[src/rtl/div_seq_16.sv]
// 16-bit unsigned restoring divider: one quotient bit per clock, 17-cycle latency (1 for divide-by-zero).
// A start is accepted only in IDLE or DONE. A start during CALC is dropped, not queued. The caller must latch results on done.

module full_sub_16 (
  input  logic [15:0] a,
  input  logic [15:0] b,
  input  logic        bin,
  output logic [15:0] diff,
  output logic        borrow
);

  logic [16:0] bchain;

  assign bchain[0] = bin;

  for (genvar i = 0; i < 16; i++) begin : g_bit
    assign diff[i]       = a[i] ^ b[i] ^ bchain[i];
    assign bchain[i + 1] = (~a[i] & b[i]) | (~(a[i] ^ b[i]) & bchain[i]);
  end

  assign borrow = bchain[16];

endmodule

module div_seq_16 (
  input  logic        clk,
  input  logic        rst,
  input  logic        start,
  input  logic [15:0] dividend,
  input  logic [15:0] divisor,
  output logic        busy,
  output logic        done,
  output logic [15:0] quotient,
  output logic [15:0] remainder,
  output logic        div_by_zero
);

  typedef enum logic [1:0] {
    IDLE = 2'd0,
    CALC = 2'd1,
    DONE = 2'd2
  } state_t;

  state_t      state_q;
  logic [15:0] r_q;
  logic [15:0] q_q;
  logic [15:0] d_q;
  logic [4:0]  cnt_q;
  logic        busy_q;
  logic        done_q;
  logic [15:0] quot_q;
  logic [15:0] rem_q;
  logic        dbz_q;

  logic [15:0] s_d;
  logic        carry_d;
  logic [15:0] sub_diff;
  logic        sub_borrow;
  logic        qbit_d;
  logic [15:0] r_d;
  logic [15:0] q_d;

  // Trial subtraction of the divisor from the shifted partial remainder.
  assign s_d     = {r_q[14:0], q_q[15]};
  assign carry_d = r_q[15];

  full_sub_16 u_sub (
    .a      (s_d),
    .b      (d_q),
    .bin    (1'b0),
    .diff   (sub_diff),
    .borrow (sub_borrow)
  );

  // A set carry means the 17-bit shifted value already exceeds D, so the
  // wrapped 16-bit difference is exact.
  assign qbit_d = carry_d | ~sub_borrow;
  assign r_d    = qbit_d ? sub_diff : s_d;
  assign q_d    = {q_q[14:0], qbit_d};

  always_ff @(posedge clk) begin
    if (rst) begin
      state_q <= IDLE;
      r_q     <= 16'h0000;
      q_q     <= 16'h0000;
      d_q     <= 16'h0000;
      cnt_q   <= 5'd0;
      busy_q  <= 1'b0;
      done_q  <= 1'b0;
      quot_q  <= 16'h0000;
      rem_q   <= 16'h0000;
      dbz_q   <= 1'b0;
    end else begin
      done_q <= 1'b0;
      case (state_q)
        IDLE, DONE: begin
          if (start) begin
            if (divisor == 16'h0000) begin
              state_q <= DONE;
              quot_q  <= 16'hFFFF;
              rem_q   <= dividend;
              dbz_q   <= 1'b1;
              done_q  <= 1'b1;
              busy_q  <= 1'b0;
            end else begin
              state_q <= CALC;
              q_q     <= dividend;
              r_q     <= 16'h0000;
              d_q     <= divisor;
              cnt_q   <= 5'd0;
              dbz_q   <= 1'b0;
              busy_q  <= 1'b1;
            end
          end else begin
            state_q <= IDLE;
            busy_q  <= 1'b0;
          end
        end
        CALC: begin
          r_q   <= r_d;
          q_q   <= q_d;
          cnt_q <= cnt_q + 5'd1;
          if (cnt_q == 5'd15) begin
            state_q <= DONE;
            quot_q  <= q_d;
            rem_q   <= r_d;
            done_q  <= 1'b1;
            busy_q  <= 1'b0;
          end
        end
        default: begin
          state_q <= IDLE;
          busy_q  <= 1'b0;
        end
      endcase
    end
  end

  assign busy        = busy_q;
  assign done        = done_q;
  assign quotient    = quot_q;
  assign remainder   = rem_q;
  assign div_by_zero = dbz_q;

endmodule

[config.mk]
export PLATFORM = sky130hd
export DESIGN_NAME = div_seq_16
export DESIGN_NICKNAME = d
export VERILOG_FILES = /design/src/rtl/div_seq_16.sv
export SDC_FILE = /design/constraint.sdc
export NUM_CORES = 1
export LEC_CHECK = 0
export CAP_MARGIN = 10
export CORE_MARGIN = 4
export CORE_UTILIZATION = 57
export DETAILED_ROUTE_END_ITERATION = 10
export PLACE_DENSITY_LB_ADDON = 0.25
export SLEW_MARGIN = 25
export SYNTH_ARGS = -nofsm -noshare
export SYNTH_HDL_FRONTEND = slang
export SYNTH_SLANG_ARGS = --single-unit
[constraint.sdc]
create_clock -name clk -period 19.95 [get_ports clk]
set_input_delay 3.99 -clock clk [delete_from_list [all_inputs] [get_ports clk]]
set_output_delay 3.99 -clock clk [all_outputs]
set_load 0.01 [all_outputs]
### Yosys cells after proc, flatten, opt, wreduce, memory -nomap -nowiden

Cells that the tools add are included.

* muxes and demuxes: 30
* bitwise operators: 111
* $add $sub $neg: 1
* equality and inequality tests: 7
* reduce and logical (&&, ||, !) cells: 8

Operator list (count)
* $mux 16: 11
* $pmux 16 s2: 4
* $not 1->1: 33
* $and 1x1->1: 31
* $xor 1x1->1: 31
* $logic_not 16->1: 1
* $or 1x1->1: 16
* $mux 5: 2
* $pmux 5 s2: 1
* $ne 2x2->1 const B: 4
* $mux 1: 6
* $mux 2: 3
* $reduce_and 3->1: 2
* $add 5x1->5 const B: 1
* $eq 5x4->1 const B: 1
* $pmux 1 s2: 2
* $pmux 2 s2: 1
* $reduce_and 4->1: 1
* $eq 2x1->1 const B: 1
* $eq 2x2->1 const B: 1
* $logic_not 2->1: 1
* $reduce_and 2->1: 1
* $reduce_bool 2->1: 1
* $reduce_or 2->1: 1

* register bits: 90
* logic and storage cells: 167
* output and inout port bits: 35

### Longest topological paths before layout

* depth in word-level cells: 37
* mapped depth: 26
* depth with buffers taken out: 25

### Modules after synthesis

A second synthesis with hierarchy kept.

* cell total of the unflattened synthesis: 453
* area, all modules: 4234.1 sq um

Modules (own cells, without submodules)
* div_seq_16: area each 3786.1 sq um, instances 1, cells each 403
* full_sub_16: area each 447.9 sq um, instances 1, cells each 50

### Worst setup path after synthesis

Ideal clock, no wire load.

* path kind: reg-to-reg
* start point: reg q_q[15]
* end point: reg rem_q[10] (netlist: remainder[10])
* setup slack: 12.947 ns
* library setup time: 0.091 ns
* arrival: 6.912 ns
* cell stages (with the launch flop): 27
* period minus slack after synthesis: 7.003 ns
* data required time: 19.859 ns
* cell sequence: dfxtp_1 -> inv_1 -> ha_1 -> inv_1 -> fa_1 -> fa_1 -> inv_1 -> fa_1 -> inv_1 -> fa_1 -> fa_1 -> fa_1 -> fa_1 -> fa_1 -> fa_1 -> fa_1 -> fa_1 -> fa_1 -> fa_1 -> inv_1 -> fa_1 -> fa_1 -> inv_1 -> nor3_1 -> clkbuf_1 -> a22oi_1 -> a311oi_1

* cells in the longest elaborated chain, start to end: 37
* elaborated cells on any way between the ends: 38
* classes of those cells: mux (3); bitwise (35)

RTL lines
* start: declaration: line 46 `logic [15:0] q_q;`
* start signal: assignment: line 107 `q_q <= dividend;`
* start signal: assignment: line 121 `q_q <= q_d;`
* $not 1->1 (*): line 18 `assign bchain[i + 1] = (~a[i] & b[i]) | (~(a[i] ^ b[i]) & bchain[i]);`
* $and 1x1->1 (*) (2 in series): line 18
* $or 1x1->1 (*): line 18
* $and 1x1->1 (*): line 18
* $or 1x1->1 (*): line 18
* $and 1x1->1 (*): line 18
* $or 1x1->1 (*): line 18
* $and 1x1->1 (*): line 18
* [... 20 more ...]
* $or 1x1->1: line 18
* $and 1x1->1: line 18
* $or 1x1->1: line 18
* $not 1->1: line 77 `assign qbit_d = carry_d | ~sub_borrow;`
* $or 1x1->1: line 77
* $mux 16 (*): line 78 `assign r_d = qbit_d ? sub_diff : s_d;`
* $mux 16 (*): line 123 `if (cnt_q == 5'd15) begin`
* $pmux 16 s2 (*): line 95 `case (state_q)`
* end signal: assignment: line 101 `rem_q <= dividend;`
* end signal: assignment: line 126 `rem_q <= r_d;`
* end: declaration: line 52 `logic [15:0] rem_q;`

Mark *: on every way between the ends. The rest lies on a longest branch, timed or not. The select of a mux whose other input is x is not followed.
A chain may end at the register's enable or synchronous reset.

### Worst setup path after layout

* start point: reg q_q[15]
* end point: reg rem_q[11] (netlist: remainder[11])

* cells in the longest elaborated chain, start to end: 37
* elaborated cells on any way between the ends: 38
* classes of those cells: mux (3); bitwise (35)

RTL lines (line)
* $not 1->1 (*): 18
* $and 1x1->1 (*) (2 in series): 18
* $or 1x1->1 (*): 18
* $and 1x1->1 (*): 18
* $or 1x1->1 (*): 18
* $and 1x1->1 (*): 18
* $or 1x1->1 (*): 18
* $and 1x1->1 (*): 18
* [... 20 more ...]
* $or 1x1->1: 18
* $and 1x1->1: 18
* $or 1x1->1: 18
* $not 1->1: 77
* $or 1x1->1: 77
* $mux 16 (*): 78
* $mux 16 (*): 123
* $pmux 16 s2 (*): 95

Marks and branches as above.

==> flow_summary.ini <==
[yosys]
synth_cells = 443
postSynth.topFlopCell = sky130_fd_sc_hd__dfxtp_1
yosysUniqueCellTypes = 35
mappedNetlistNets = 496
share_of_synthesized_registers_carrying_an_async_set_or_reset_pct = 0
synth.yosys.warnings = 0
syn_avg_cell_area_um2 = 8.98
synth_edf_count = 0
synth_seq_area_share_pct = 45.3
cell_area_after_synthesis_mm2 = 0.00398
ys_ff_latch = 90

[floorplanning]
die_height_um = 91.5
io_count = 70
initial_core_util_pct = 58.5
core_region_area_mm2 = 0.00679
std_cell_rows = 30
dieWidth_um = 91.5
die_area_mm2 = 0.00838

[clocking]
htree_num_levels = 3
tritoncts = done
clock-sinks = 90
max-clock-path-buffers = 2
post-cts-setup-buffers = 0
resized_cells_post_cts = 0
numCtsBuffers = 9
clk_pin_slew_ns = 0.09
cts_hold_buf = 0
clk_latency_ns = 0.36
clk_root_buffer_cell = sky130_fd_sc_hd__clkbuf_8

[routing]
firstDrtPassIters = 5
totalWireLength_um = 9880
wire_per_inst_um = 16.6
remaining_drc_errors = 0
routed-via-count = 3561
viasPerCell = 5.96
drt_iter0_drc = 219
route.antenna.remaining_nets = 0

[timing]
setup_violations = 0
period_needed_ns = 6.98
finalClockSkew_ns = 0.0140
clock.fmax_mhz = 143
max_slew_margin_pct = 49.7
worst_pin_slew_ns = 0.747
rsz_0062_raised_after_global_routing = no
final.period_utilization_pct = 35.0
finalWorstSetupSlack_ns = 12.97
finalHoldViolCount = 0
final.setup.tns_ns = 0
slew_viol_final = 0

[global_routing]
pin_count_of_the_biggest_net_entering_global_routing = 62
gr-total-overflow = 0
grtUsageTotal_pct = 24.1
grt_antenna_before_repair = 0
grt_pass1_wl_um = 16400
grt_pass1_vias = 3455

[worst_setup_path]
arrival_ns = 7.24
cp_data_required_time_ns = 20.21
critPathCaptureType = flip-flop
timing_worst_setup_path_type = flip-flop to flip-flop
register_to_register_setup_slack_ns = 12.97
worstSetupStartpointType = flip-flop
crit_path_max_fanout = 18

[power]
power_density_mw_per_mm2 = 87.1
worst_ir_drop_vdd_uv = 61.1
leakage_power_figure_uw = 0.00173

[placed_design]
placed_cells = 581
post-dp-hpwl_um = 6860
port-buffer-count = 69
placement.setup.worst_slack_ns = 13.00
finalWeightedCongestion = 0.842

[cells_and_area]
post_route_cells_drive_above_1_share_pct = 9.58
post_route_insts_no_fill = 597
fill_cells = 546
synthesis_to_layout_area_growth_pct = 23.1
fin_nets = 549
n_antenna_cell = 0

[min_path]
timing.hold.worst.class = flip-flop to flip-flop

[outcome]
status = complete, no violations

[run]
cap_violations = 0
power breakdown:
part	leakage [uW]	internal, uW	switching (uW)
clock	0.0000988	60.1	69.8
sequential	0.000736	193	10.7
combinational	0.000894	42.6	50.0
total	0.00173	296	130
cells by family after synthesis:
| kind of cell | Yosys count | share of synthesized area, % |
|---|---|---|
| simple gates | 119 | 13.2 |
| flops | 90 | 45.3 |
| fa+ha+maj | 18 | 8.50 |
| compound gates | 159 | 26.9 |
| buf+inv | 57 | 6.14 |
flip-flops by register name, summed over array words and instances (netlist names), 2 cells and up:
name       count
d_q           16
cnt_q          5
quotient      16
state_q        2
remainder     16
r_q           16
q_q           16
area by class of cell:
class / count / area, um^2 / area share (%)
inverters: 23 / 87.6 / 1.79
well taps: 96 / 120 / 2.45
clock buffers: 9 / 124 / 2.53
flip-flops and latches: 90 / 1800 / 36.8
clock inverters: 7 / 82.6 / 1.69
repair buffers: 76 / 738 / 15.1
multi-input cells: 296 / 1940 / 39.6
metal layers:
| layer | vias up | track usage, % | wire length, um |
|---|---|---|---|
| met5 | - | 0 | 0 |
| li1 | 1691 | - | - |
| met4 | 0 | 10.1 | 200 |
| met2 | 143 | 38.5 | 4880 |
| met3 | 21 | 4.64 | 661 |
| met1 | 1706 | 32.0 | 4140 |
path summary, 6_finish.rpt:
kind	startpoint	to	cells past startpoint
worst max-delay path	q_q[15]	remainder[11]	26
worst min-delay path	d_q[11]	d_q[11]	2
worst min register to register	d_q[11]	d_q[11]	2
worst max register to register	q_q[15]	remainder[11]	26
layout by cell type (no fill, tap or decap), types with 2 or more instances in the layout:
cell type and n:
sky130_fd_sc_hd__nor3_1 4, sky130_fd_sc_hd__fa_1 15, sky130_fd_sc_hd__o21a_1 2, sky130_fd_sc_hd__buf_4 7
sky130_fd_sc_hd__a2bb2oi_1 4, sky130_fd_sc_hd__inv_1 22, sky130_fd_sc_hd__nor2b_1 2, sky130_fd_sc_hd__a311oi_1 16
sky130_fd_sc_hd__nand3_1 3, sky130_fd_sc_hd__dfxtp_1 90, sky130_fd_sc_hd__a22oi_1 12, sky130_fd_sc_hd__nor2_1 9
sky130_fd_sc_hd__clkbuf_8 9, sky130_fd_sc_hd__o221a_2 15, sky130_fd_sc_hd__nand2_1 84, sky130_fd_sc_hd__o21ai_0 17
sky130_fd_sc_hd__nor4_1 5, sky130_fd_sc_hd__ha_1 3, sky130_fd_sc_hd__o22ai_1 16, sky130_fd_sc_hd__nand2b_1 3
sky130_fd_sc_hd__a21oi_1 70, sky130_fd_sc_hd__clkinvlp_4 2, sky130_fd_sc_hd__or4_4 3, sky130_fd_sc_hd__clkdlybuf4s50_1 68
sky130_fd_sc_hd__inv_6 3
worst max-delay path, stage by stage (launching register included):
cell and delay (ns):
sky130_fd_sc_hd__dfxtp_1 0.33, sky130_fd_sc_hd__inv_1 0.06, sky130_fd_sc_hd__ha_1 0.14, sky130_fd_sc_hd__inv_1 0.05
sky130_fd_sc_hd__fa_1 0.37, sky130_fd_sc_hd__fa_1 0.37, sky130_fd_sc_hd__inv_1 0.08, sky130_fd_sc_hd__fa_1 0.16
sky130_fd_sc_hd__inv_1 0.05, sky130_fd_sc_hd__fa_1 0.38, sky130_fd_sc_hd__fa_1 0.40, sky130_fd_sc_hd__fa_1 0.41
sky130_fd_sc_hd__fa_1 0.42, sky130_fd_sc_hd__fa_1 0.40, sky130_fd_sc_hd__fa_1 0.39, sky130_fd_sc_hd__fa_1 0.39
sky130_fd_sc_hd__fa_1 0.39, sky130_fd_sc_hd__fa_1 0.40, sky130_fd_sc_hd__fa_1 0.37, sky130_fd_sc_hd__inv_1 0.08
sky130_fd_sc_hd__fa_1 0.17, sky130_fd_sc_hd__fa_1 0.16, sky130_fd_sc_hd__inv_1 0.06, sky130_fd_sc_hd__nor3_1 0.20
sky130_fd_sc_hd__buf_4 0.26, sky130_fd_sc_hd__a22oi_1 0.13, sky130_fd_sc_hd__a311oi_1 0.29
Yosys cell counts (2+ instances only):
cell	n	share of area [%]
sky130_fd_sc_hd__or4_4	3	0.85
sky130_fd_sc_hd__dfxtp_1	90	45
sky130_fd_sc_hd__clkbuf_1	29	2.7
sky130_fd_sc_hd__a41oi_1	2	0.44
sky130_fd_sc_hd__nand2b_1	3	0.47
sky130_fd_sc_hd__nor3_1	4	0.50
sky130_fd_sc_hd__fa_1	15	7.6
sky130_fd_sc_hd__ha_1	3	0.94
sky130_fd_sc_hd__nand2_1	84	7.9
sky130_fd_sc_hd__nor4_1	5	0.79
sky130_fd_sc_hd__o221a_2	15	4.2
sky130_fd_sc_hd__o21a_1	2	0.38
sky130_fd_sc_hd__o21ai_0	17	2.1
sky130_fd_sc_hd__buf_6	4	1.1
sky130_fd_sc_hd__a2bb2oi_1	4	0.88
sky130_fd_sc_hd__inv_1	22	2.1
sky130_fd_sc_hd__nor2_1	10	0.94
sky130_fd_sc_hd__nand3_1	3	0.38
sky130_fd_sc_hd__a311oi_1	16	3.5
sky130_fd_sc_hd__o22ai_1	16	2.5
sky130_fd_sc_hd__a21oi_1	70	8.8
sky130_fd_sc_hd__nor2b_1	2	0.31
sky130_fd_sc_hd__a22oi_1	12	2.3
per-stage QoR:
stage	util (%)	instance area [um^2]	hold slack, ns	power (uW)
2_1_floorplan	-	3980	0.436	266
3_3_place_gp	69.0	4690	0.443	296
3_5_place_dp	69.0	4690	0.451	300
4_1_cts	72.0	4890	0.464	428
5_1_grt	72.0	4890	0.479	449
6_report	72.0	4890	0.463	426
No activity file was read; power rests on OpenSTA's default activity.
==> RTL change (same settings) <==
Register the output `div_by_zero` once more, without a reset; this adds one clock of latency there. The other outputs are not delayed to match.
--- a/src/rtl/div_seq_16.sv
+++ b/src/rtl/div_seq_16.sv
@@ -141,5 +141,7 @@
   assign quotient    = quot_q;
   assign remainder   = rem_q;
-  assign div_by_zero = dbz_q;
+  always_ff @(posedge clk) begin
+    div_by_zero <= dbz_q;
+  end
 
 endmodule
Formal check against the unedited RTL: not equivalent (a bounded check fails within 4 cycles, from zero or initial values and one cycle with rst high).
==> RTL change against the unedited design <==
  * Sequential cell count grew 1
  * Clock power up 5%
  * Critical endpoint is now remainder[0]
  * Design area rose by 0.64%
  * Power is 2.5% higher
  * Wire length is 2.4% higher
  * Combinational power rose by 2%
  * Worst setup slack worse by 0.15 ns
  * Area after synthesis is 0.50% higher
==> RTL change: results (changes against the unedited design) <==
Setup path
  – FF-to-FF setup slack: 12.82 ns (-0.15 ns)
  – Crit path DAT: 7.35 ns (+0.11 ns)
  – Reg2reg start: q_q[15]
  – Crit path max fanout: 4 (-14)
  – Crit path kind: reg2reg
  – Reg2reg end: remainder[0]
  – FF-to-FF path depth: 25 (-3.8%)

Clocking
  – Clock root cell: clkbuf_8
  – Post-CTS setup buffer count: 0 (unchanged)
  – CTS clk-pin slew, worst paths: 0.09 ns (about the same)
  – Clock Latency Late Sink: 0.36 ns (about the same)
  – # resized after CTS: 0 (unchanged)
  – Clock Path Buffers: 2 (unchanged)
  – H-tree levels: 3 (unchanged)
  – CTS Buf Count: 9 (unchanged)

Global route
  – All-Layer GR Usage: 24.4% (+0.28 points)
  – First-pass GRT wire length: 16700 um (+1.8%)
  – Pin count of the biggest net entering global routing: 62 (unchanged)
  – Number of antenna violations at the first check in global routing: 0 (unchanged)
  – Vias in the first global route: 3502 (+1.4%)

Yosys
  – YS warnings: 0 (unchanged)
  – Synth Net Count: 497 (+0.20%)
  – Synth unique cells: 35 (unchanged)
  – Average cell area after synthesis: 9.00 um2 (+0.28%)
  – Async set or reset register ratio after synthesis: 0% (unchanged)
  – Top cells by count, synth: dfxtp_1 (91), nand2_1 (84), a21oi_1 (70)
  – Top cells by area, synth: dfxtp_1 (46%), a21oi_1 (8.8%), nand2_1 (7.9%), fa_1 (7.5%), o221a_2 (4.2%)
  – Seq/Total Area, Yosys: 45.6% (+0.27 points)

Cells and area
  – Fin nets: 550 (+0.18%)
  – Diode count: 0 (unchanged)
  – Layout cell share with drive strength beyond 1: 9.36% (-0.22 points)

Worst hold path
  – Hold path depth: 0 (-2)
  – Hold crit path type: reg2reg
  – Endpoint, Worst Hold: div_by_zero
  – Hold_sp: dbz_q

Run status
  – Status: complete, no violations

Place
  – Port Buffers: 69 (unchanged)
  – Placed Cells: 582 (+0.17%)
  – Post-DP HPWL: 6810 um (-0.81%)
  – RePlAce Congestion: 0.843 (about the same)

Power and ir drop
  – Maximum vdd drop: 0.0762 mV (+25%)
  – Leakage: 1.74 nW (+0.90%)

Timing
  – Final Skew: 0.0107 ns (-0.00322 ns)
  – Max_slew headroom: 53.4% (+3.6 points)

Route
  – DR pass1 iterations: 5 (unchanged)
  – Iteration-0 DRC Markers: 237 (+8.2%)
  – DR WL/cell: 16.9 um (+2.2%)
  – Vias per inst: 6.04 (+1.3%)
  – DR vias: 3614 (+1.5%)
-- RTL change: changes by cell type in the layout (fill, tap and decap cells not counted), sizes merged --
cell      unedited run  this run
inv                 26        22
dfxtp               90        91
bufinv               1         2
clkinv               1         4
clkbuf               9        10
clkinvlp             2         1
-- RTL change: logic make-up after synthesis --
logic type / share of synthesized area [%]
flops: 45.6
buf+inv: 6.11
compound gates: 26.7
fa+ha+maj: 8.45
simple gates: 13.1
-- RTL change: worst max path at each step --
stage,endpoint,slack (ns),cells after the start
after floorplan,remainder[10],12.95,26
after global placement,remainder[12],13.18,25
after detailed placement,remainder[0],12.95,25
after CTS,remainder[0],12.89,25
after global routing,remainder[0],12.56,25
final,remainder[0],12.82,25
-- RTL change: through the flow --
stage	worst slack [ns]	hold WS (ns)	power, mW	utilization [%]	instance area, um2
after detailed placement	12.95	0.344	0.302	69.3	4710
after global routing	12.56	0.369	0.458	72.5	4930
after floorplan	12.95	0.331	0.268	-	4000
after global placement	13.18	0.340	0.298	69.3	4710
after CTS	12.89	0.362	0.437	72.5	4930
final	12.82	0.361	0.437	72.5	4930
-- RTL change: area by class of cell --
type	instances	area, um2
repair buffers	76	738
clock buffers	10	128
clock inverters	6	90.1
inverters	23	87.6
multi-input cells	296	1940
well taps	96	120
flip-flops and latches	91	1820
fillers	517	1870
-- RTL change: critical path, cell delays in order, from the launching register on --
cell,delay (ns)
dfxtp_1,0.34
inv_1,0.07
ha_1,0.13
inv_1,0.04
fa_1,0.38
fa_1,0.37
inv_1,0.08
fa_1,0.15
inv_1,0.06
fa_1,0.40
fa_1,0.42
fa_1,0.41
fa_1,0.40
fa_1,0.39
fa_1,0.39
fa_1,0.40
fa_1,0.39
fa_1,0.38
fa_1,0.36
inv_1,0.08
fa_1,0.18
fa_1,0.16
inv_1,0.05
o21ai_0,0.50
a2bb2oi_1,0.31
a311oi_1,0.13
-- RTL change: report_power, final --
group / total, mW / internal (mW) / switching, mW
sequential: 0.206 / 0.195 / 0.0104
clock: 0.137 / 0.0708 / 0.0661
combinational: 0.0945 / 0.0430 / 0.0515
-- RTL change: metal layers --
layer	track usage, %	up-vias	part of all wire (%)
met5	0	-	0
met4	10.8	0	2.3
met3	3.94	20	6.2
met2	39.7	145	50
met1	32.1	1751	42
li1	-	1698	-
